$ cat src/rtl/apb_bridge_if.sv
// Bus bundle between the RV32I memory stage, the bridge and the APB slaves.
// The bridge takes the master modport (it masters APB and answers the core);
// the environment (core model plus slaves) takes the slave modport.
interface apb_bridge_if #(
   parameter int NUM_SLV = 4
);
   logic                    transEn;
   logic                    proc_write;
   logic [31:0]             proc_addr;
   logic [31:0]             proc_wdata;
   logic [31:0]             proc_rdata;
   logic                    proc_ready;
   logic                    PENABLE;
   logic [NUM_SLV-1:0]      PSEL;
   logic [31:0]             PADDR;
   logic                    PWRITE;
   logic [31:0]             PWDATA;
   logic [32*NUM_SLV-1:0]   PRDATA;
   logic [NUM_SLV-1:0]      PREADY;
   logic [NUM_SLV-1:0]      PSLVERR;
   logic                    bus_err;

   modport master (
      input  transEn, proc_write, proc_addr, proc_wdata,
      input  PRDATA, PREADY, PSLVERR,
      output proc_rdata, proc_ready, PENABLE, PSEL, PADDR, PWRITE, PWDATA,
      output bus_err
   );

   modport slave (
      output transEn, proc_write, proc_addr, proc_wdata,
      output PRDATA, PREADY, PSLVERR,
      input  proc_rdata, proc_ready, PENABLE, PSEL, PADDR, PWRITE, PWDATA,
      input  bus_err
   );
endinterface

$ cat src/rtl/apb_bridge.sv
// APB3 bridge for the RV32I memory stage: decodes the slave from an address
// field, runs SETUP/ACCESS, bounds wait states with a timeout and keeps a
// sticky error flag.
//
//   state     | meaning
//   ----------+--------------------------------------------------------------
//   S_IDLE    | no transfer; request latched when transEn is high
//   S_SETUP   | PSEL driven, PENABLE low (one cycle)
//   S_ACCESS  | PENABLE high, waiting on PREADY of the selected slave
//   S_ERRDONE | decode miss, complete with ERR_DATA in one cycle
module apb_bridge #(
   parameter int          NUM_SLV  = 4,
   parameter int          SEL_LSB  = 12,
   parameter int          TIMEOUT  = 255,
   parameter logic [31:0] ERR_DATA = 32'hDEAD_BEEF
) (
   input logic          clk,
   input logic          rst,
   apb_bridge_if.master bus
);

   localparam int IDX_W = (NUM_SLV > 1) ? $clog2(NUM_SLV) : 1;

   typedef enum logic [1:0] {
      S_IDLE,
      S_SETUP,
      S_ACCESS,
      S_ERRDONE
   } state_t;

   state_t               state_q, state_d;
   logic [NUM_SLV-1:0]   psel_q, psel_d;
   logic                 penable_q, penable_d;
   logic [31:0]          paddr_q, paddr_d;
   logic                 pwrite_q, pwrite_d;
   logic [31:0]          pwdata_q, pwdata_d;
   logic [7:0]           cnt_q, cnt_d;
   logic                 bus_err_q, bus_err_d;
   logic [IDX_W-1:0]     idx_q, idx_d;

   logic [IDX_W-1:0]     sel_field;
   logic                 sel_in_range;
   logic                 pready_sel;
   logic                 pslverr_sel;
   logic [31:0]          prdata_sel;
   logic                 timeout_hit;
   logic                 ready_c;
   logic [31:0]          rdata_c;

   // Slave-select field of the incoming address; a single slave needs no field.
   always_comb begin
      sel_field = '0;
      if (NUM_SLV > 1) begin
         sel_field = bus.proc_addr[SEL_LSB +: IDX_W];
      end
   end

   assign sel_in_range = (32'(sel_field) < 32'(NUM_SLV));
   assign pready_sel   = bus.PREADY[idx_q];
   assign pslverr_sel  = bus.PSLVERR[idx_q];
   assign prdata_sel   = bus.PRDATA[32*int'(idx_q) +: 32];
   assign timeout_hit  = (cnt_q == 8'(TIMEOUT - 1));

   // Next-state, latch updates and the combinational completion response.
   always_comb begin
      state_d   = state_q;
      psel_d    = psel_q;
      penable_d = penable_q;
      paddr_d   = paddr_q;
      pwrite_d  = pwrite_q;
      pwdata_d  = pwdata_q;
      cnt_d     = cnt_q;
      bus_err_d = bus_err_q;
      idx_d     = idx_q;
      ready_c   = 1'b0;
      rdata_c   = 32'h0;

      case (state_q)
         S_IDLE: begin
            if (bus.transEn) begin
               paddr_d  = bus.proc_addr;
               pwrite_d = bus.proc_write;
               pwdata_d = bus.proc_wdata;
               idx_d    = sel_field;
               if (sel_in_range) begin
                  psel_d  = NUM_SLV'(1) << sel_field;
                  state_d = S_SETUP;
               end else begin
                  state_d = S_ERRDONE;
               end
            end
         end

         S_SETUP: begin
            penable_d = 1'b1;
            cnt_d     = 8'd0;
            state_d   = S_ACCESS;
         end

         S_ACCESS: begin
            if (pready_sel) begin
               ready_c   = 1'b1;
               rdata_c   = pwrite_q ? 32'h0 : prdata_sel;
               psel_d    = '0;
               penable_d = 1'b0;
               state_d   = S_IDLE;
               if (pslverr_sel) begin
                  bus_err_d = 1'b1;
               end
            end else if (timeout_hit) begin
               // Forced completion; any later PREADY from this slave is dropped.
               ready_c   = 1'b1;
               rdata_c   = pwrite_q ? 32'h0 : ERR_DATA;
               bus_err_d = 1'b1;
               psel_d    = '0;
               penable_d = 1'b0;
               state_d   = S_IDLE;
            end else begin
               cnt_d = cnt_q + 8'd1;
            end
         end

         S_ERRDONE: begin
            ready_c   = 1'b1;
            rdata_c   = pwrite_q ? 32'h0 : ERR_DATA;
            bus_err_d = 1'b1;
            state_d   = S_IDLE;
         end

         default: begin
            state_d = S_IDLE;
         end
      endcase
   end

   // State, APB latches, wait counter and sticky error; reset drops any transfer.
   always_ff @(posedge clk) begin
      if (rst) begin
         state_q   <= S_IDLE;
         psel_q    <= '0;
         penable_q <= 1'b0;
         paddr_q   <= 32'h0;
         pwrite_q  <= 1'b0;
         pwdata_q  <= 32'h0;
         cnt_q     <= 8'd0;
         bus_err_q <= 1'b0;
         idx_q     <= '0;
      end else begin
         state_q   <= state_d;
         psel_q    <= psel_d;
         penable_q <= penable_d;
         paddr_q   <= paddr_d;
         pwrite_q  <= pwrite_d;
         pwdata_q  <= pwdata_d;
         cnt_q     <= cnt_d;
         bus_err_q <= bus_err_d;
         idx_q     <= idx_d;
      end
   end

   assign bus.proc_ready = ready_c & ~rst;
   assign bus.proc_rdata = rst ? 32'h0 : rdata_c;
   assign bus.PENABLE    = penable_q;
   assign bus.PSEL       = psel_q;
   assign bus.PADDR      = paddr_q;
   assign bus.PWRITE     = pwrite_q;
   assign bus.PWDATA     = pwdata_q;
   assign bus.bus_err    = bus_err_q;

endmodule

$ cat src/flat_wrapper.sv
// flat-port wrapper written by rule: the top's interface ports become plain ports
module apb_bridge_flat 
#(
   parameter int          NUM_SLV  = 4,
   parameter int          SEL_LSB  = 12,
   parameter int          TIMEOUT  = 255,
   parameter logic [31:0] ERR_DATA = 32'hDEAD_BEEF
)
  (clk, rst, bus_transEn, bus_proc_write, bus_proc_addr, bus_proc_wdata, bus_PRDATA, bus_PREADY, bus_PSLVERR, bus_proc_rdata, bus_proc_ready, bus_PENABLE, bus_PSEL, bus_PADDR, bus_PWRITE, bus_PWDATA, bus_bus_err);
  apb_bridge_if #(.NUM_SLV(NUM_SLV)) bus_i ();
  input logic clk;
  input logic rst;
  input wire logic [$bits(bus_i.transEn)-1:0] bus_transEn;
  input wire logic [$bits(bus_i.proc_write)-1:0] bus_proc_write;
  input wire logic [$bits(bus_i.proc_addr)-1:0] bus_proc_addr;
  input wire logic [$bits(bus_i.proc_wdata)-1:0] bus_proc_wdata;
  input wire logic [$bits(bus_i.PRDATA)-1:0] bus_PRDATA;
  input wire logic [$bits(bus_i.PREADY)-1:0] bus_PREADY;
  input wire logic [$bits(bus_i.PSLVERR)-1:0] bus_PSLVERR;
  output wire logic [$bits(bus_i.proc_rdata)-1:0] bus_proc_rdata;
  output wire logic [$bits(bus_i.proc_ready)-1:0] bus_proc_ready;
  output wire logic [$bits(bus_i.PENABLE)-1:0] bus_PENABLE;
  output wire logic [$bits(bus_i.PSEL)-1:0] bus_PSEL;
  output wire logic [$bits(bus_i.PADDR)-1:0] bus_PADDR;
  output wire logic [$bits(bus_i.PWRITE)-1:0] bus_PWRITE;
  output wire logic [$bits(bus_i.PWDATA)-1:0] bus_PWDATA;
  output wire logic [$bits(bus_i.bus_err)-1:0] bus_bus_err;
  assign bus_i.transEn = bus_transEn;
  assign bus_i.proc_write = bus_proc_write;
  assign bus_i.proc_addr = bus_proc_addr;
  assign bus_i.proc_wdata = bus_proc_wdata;
  assign bus_i.PRDATA = bus_PRDATA;
  assign bus_i.PREADY = bus_PREADY;
  assign bus_i.PSLVERR = bus_PSLVERR;
  assign bus_proc_rdata = bus_i.proc_rdata;
  assign bus_proc_ready = bus_i.proc_ready;
  assign bus_PENABLE = bus_i.PENABLE;
  assign bus_PSEL = bus_i.PSEL;
  assign bus_PADDR = bus_i.PADDR;
  assign bus_PWRITE = bus_i.PWRITE;
  assign bus_PWDATA = bus_i.PWDATA;
  assign bus_bus_err = bus_i.bus_err;
  apb_bridge #(.NUM_SLV(NUM_SLV), .SEL_LSB(SEL_LSB), .TIMEOUT(TIMEOUT), .ERR_DATA(ERR_DATA)) u_core (.clk(clk), .rst(rst), .bus(bus_i));
endmodule
$ cat config.mk
export PLATFORM = sky130hd
export DESIGN_NAME = apb_bridge_flat
export DESIGN_NICKNAME = d
export VERILOG_FILES = /design/src/rtl/apb_bridge_if.sv /design/src/rtl/apb_bridge.sv /design/src/flat_wrapper.sv
export SDC_FILE = /design/constraint.sdc
export NUM_CORES = 1
export LEC_CHECK = 0
export ABC_AREA = 1
export CAP_MARGIN = 20
export CORE_ASPECT_RATIO = 1.75
export CORE_MARGIN = 4
export CORE_UTILIZATION = 38
export DETAILED_ROUTE_END_ITERATION = 6
export PLACE_DENSITY_LB_ADDON = 0.2
export SLEW_MARGIN = 15
export SYNTH_ARGS = -nofsm -noshare
export SYNTH_HDL_FRONTEND = slang
export SYNTH_SLANG_ARGS = --single-unit
$ cat constraint.sdc
create_clock -name clk -period 1.8 [get_ports clk]
set_input_delay 0.18 -clock clk [delete_from_list [all_inputs] [get_ports clk]]
set_output_delay 0.18 -clock clk [all_outputs]
set_load 0.05 [all_outputs]
==> results.yml <==
synthesis:
  syn_area_sq_mm: 0.004928
  synth-edff-count: 0
  syn_inst: 856
  async_flop_share_pct: 0
  synth_flop_cell: "dfxtp_1"
  ys_types: 29
  ys_seq_elements: 81
  seq_area_frac_synth_pct: 32.90
  ys_warn_count: 0
  syn_avg_cell_area_sq_um: 5.758
  synth_nets: 1066
run_status:
  violations: "negative setup slack"
  status: "finished, violations left"
clocking:
  numCtsBuffers: 9
  clockRootBuffer: "clkbuf_16"
  clk_pin_slew_ns: 0.06
  clk_path_buf_depth: 2
  clkLatencyLatePin_ns: 0.33
  cts_tree: "done"
  cts_sinks: 81
  cts_hold_repair.buffers: 0
  htreeDepth: 3
setup_path:
  critPathLaunch: "u_core.idx_q[0]$_SDFFE_PP0P_"
  crit_buf_inv: 4
  critPathTopFamily: "simple AND/OR/NAND/NOR gates"
  r2r_start: "u_core.idx_q[0]$_SDFFE_PP0P_"
  crit_cells: 12
  path_cells: "inv_8 -> buf_12 -> buf_12 -> nand2_1 -> nand2_1 -> nand2_1 -> nand2_1 -> nand2_1 -> nand2_1 -> nand2_2 -> a21oi_4 -> buf_12"
  crit_fanout: 7
  regToRegSetupSlack_ns: 0.13
  start_kind: "flip-flop"
  cpMostUsedCell: "nand2_1"
  cp-end-kind: "output pin"
  worst-r2r-cell-count: 8
  cpPeakStageDelay_ns: 0.37
  r2r-end: "u_core.cnt_q[1]$_SDFFE_PP0P_"
  timing.critical_path.to: "bus_proc_rdata[0]"
  crit_arrival_ns: 1.89
  cp_slowest_cell: "dfxtp_4"
  worstSetupPathType: "reg2out"
  cp.required_ns: 1.62
floorplanning:
  chipWidth_um: 94.09
  coreArea_sq_mm: 0.01257
  initial_core_util_pct: 39.22
  rows: 54
  die_y_um: 158.7
  io_pins: 308
  fp.dieArea_sq_mm: 0.01493
routing:
  ant_nets: 0
  drt-total-wl_um: 22590
  drc_errors: 0
  via_per_inst: 5.032
  initialDrtViolationCount: 249
  vias: 6758
  drt_first_pass_iters: 6
  routedWlPerCell_um: 16.82
place:
  placed_cell_area_sq_mm: 0.009050
  port_buffers: 307
  hpwl_um: 16530
  globalplace.congestion: 0.9200
min_path:
  min_path_cells: 3
  min_path_type: "in2reg"
global_routing:
  grtUsageTotal_pct: 29.64
  antenna_found_initial: 2
  grt_max_degree: 75
  gr-total-overflow: 0
  grt_pass1_wl_um: 34580
  grt_pass1_vias: 6770
sta:
  period_needed_ns: 2.074
  setup_viol: 32
  fin_crit_sh_pct: 115.2
  setup_tns_ns: -6.945
  hold_viol: 0
  layout_setup_ws_ns: -0.2740
  worst_pin_slew_ns: 0.5630
  slew_violations: 0
  skew_ns: 0.003794
  maxSlewHeadroom_pct: 62.35
  timing.fmax_mhz: 482.2
  rsz0062_at_grt: "yes"
pwr:
  ir_drop_mv: 0.8012
  power_density_mw_per_mm2: 735.1
  leakagePower_nw: 4.196
finish:
  area_growth_pct: 99.62
  mostFrequentLayoutCells: "305 x nand2_1, 263 x clkdlybuf4s50_1, 169 x nor2_1, 74 x dfxtp_1, 67 x o21ai_0"
  final_nets: 1379
  drive_gt1_share_pct: 17.99
  final_cell_area_sq_mm: 0.009838
  nFillCells: 909
  final_common_cell: "nand2_1"
run:
  maxCapViolCount: 0
[worst min-delay path, delay by kind of cell]
family	cells	cell delay (ns)
AO/OA/AOI/OAI	1	0.14
buffers and inverters	2	0.36
[worst min path at each step]
stage / slack (ns) / endpoint / startpoint
finish: 0.39 / u_core.cnt_q[2]$_SDFFE_PP0P_ / rst
global route: 0.40 / u_core.state_q[0]$_SDFFE_PP0P_ / rst
CTS: 0.38 / u_core.bus.bus_err$_SDFFE_PP0P_ / rst
detailed placement: 0.44 / u_core.bus.bus_err$_SDFFE_PP0P_ / u_core.bus.bus_err$_SDFFE_PP0P_
global placement: 0.44 / u_core.bus.bus_err$_SDFFE_PP0P_ / u_core.bus.bus_err$_SDFFE_PP0P_
floorplan: 0.33 / u_core.bus.PADDR[1]$_SDFFE_PP0P_ / bus_proc_addr[1]
[registers in the layout, indices dropped and copies added, names as in the netlist]
name	count
u_core.bus.PADDR	31
u_core.bus.PENABLE	1
u_core.bus.PSEL	4
u_core.bus.PWDATA	32
u_core.bus.PWRITE	1
u_core.bus.bus_err	1
u_core.cnt_q	8
u_core.idx_q	1
u_core.state_q	2
[logic make-up after synthesis]
logic type                 after synthesis  synth area share, %
adders and majority gates                6                1.523
DFF                                     81                32.90
AOI/OAI and AO/OA                      134                13.99
buffers and inverters                   84                7.768
and+or+nand+nor                        551                43.82
[routing by layer]
layer  vias up  share of wire, %  global-route usage [%]
li1       3309                 -                       -
met1      3053                33                   28.29
met2       326                52                   55.88
met3        70                10                   9.740
met4         0               4.9                   14.39
met5         -                 0                       0
[power breakdown]
part | leakage (nW) | internal (mW) | switching (mW)
Combinational | 3.35 | 1.28 | 1.76
Sequential | 0.673 | 1.98 | 0.115
Clock | 0.169 | 1.38 | 0.710
Total | 4.20 | 4.64 | 2.59
[final cells by class]
class,count,area (sq um),share of cell area [%]
Clock inverter,5,103.9,1.056
Sequential cell,81,1635,16.62
Multi-Input combinational cell,692,3510,35.67
Inverter,26,106.4,1.081
Clock buffer,10,239.0,2.429
Timing Repair Buffer,359,4029,40.95
Antenna cell,2,5.005,0.05087
Tap cell,168,210.2,2.137
[cell usage after synthesis, types with 6 or more instances]
cell	instances	area [sq um]
buf_2	9	45.04
a21oi_1	47	235.2
dfxtp_1	81	1622
nand3_1	21	105.1
ha_1	6	75.07
buf_4	9	67.56
inv_1	22	82.58
nor2_1	169	634.4
nand2_1	346	1299
clkbuf_1	34	127.6
o21ai_0	79	395.4
[metrics by stage]
step           std cells  setup slack [ns]  hold slack [ns]  total power, mW  utilization, %
4_1_cts             1340           -0.2787           0.3762            7.223           77.86
3_3_place_gp        1313           -0.2464           0.4366            4.889           72.01
5_1_grt             1343           -0.3366           0.3955            7.581           78.29
2_1_floorplan        856           0.01059           0.3288            3.735               -
3_5_place_dp        1313           -0.2662           0.4444            4.926           72.01
6_report            1343           -0.2740           0.3888            7.232           78.29
[what timing repair did]
item / in CTS / in global routing
resized for setup: 78 / 14
buffers inserted: 8 / 1
endpoints found under the setup margin: 33 / 33
gates cloned: 4 / 0
pin swaps: 23 / 15
No activity file was read; power rests on OpenSTA's default activity.
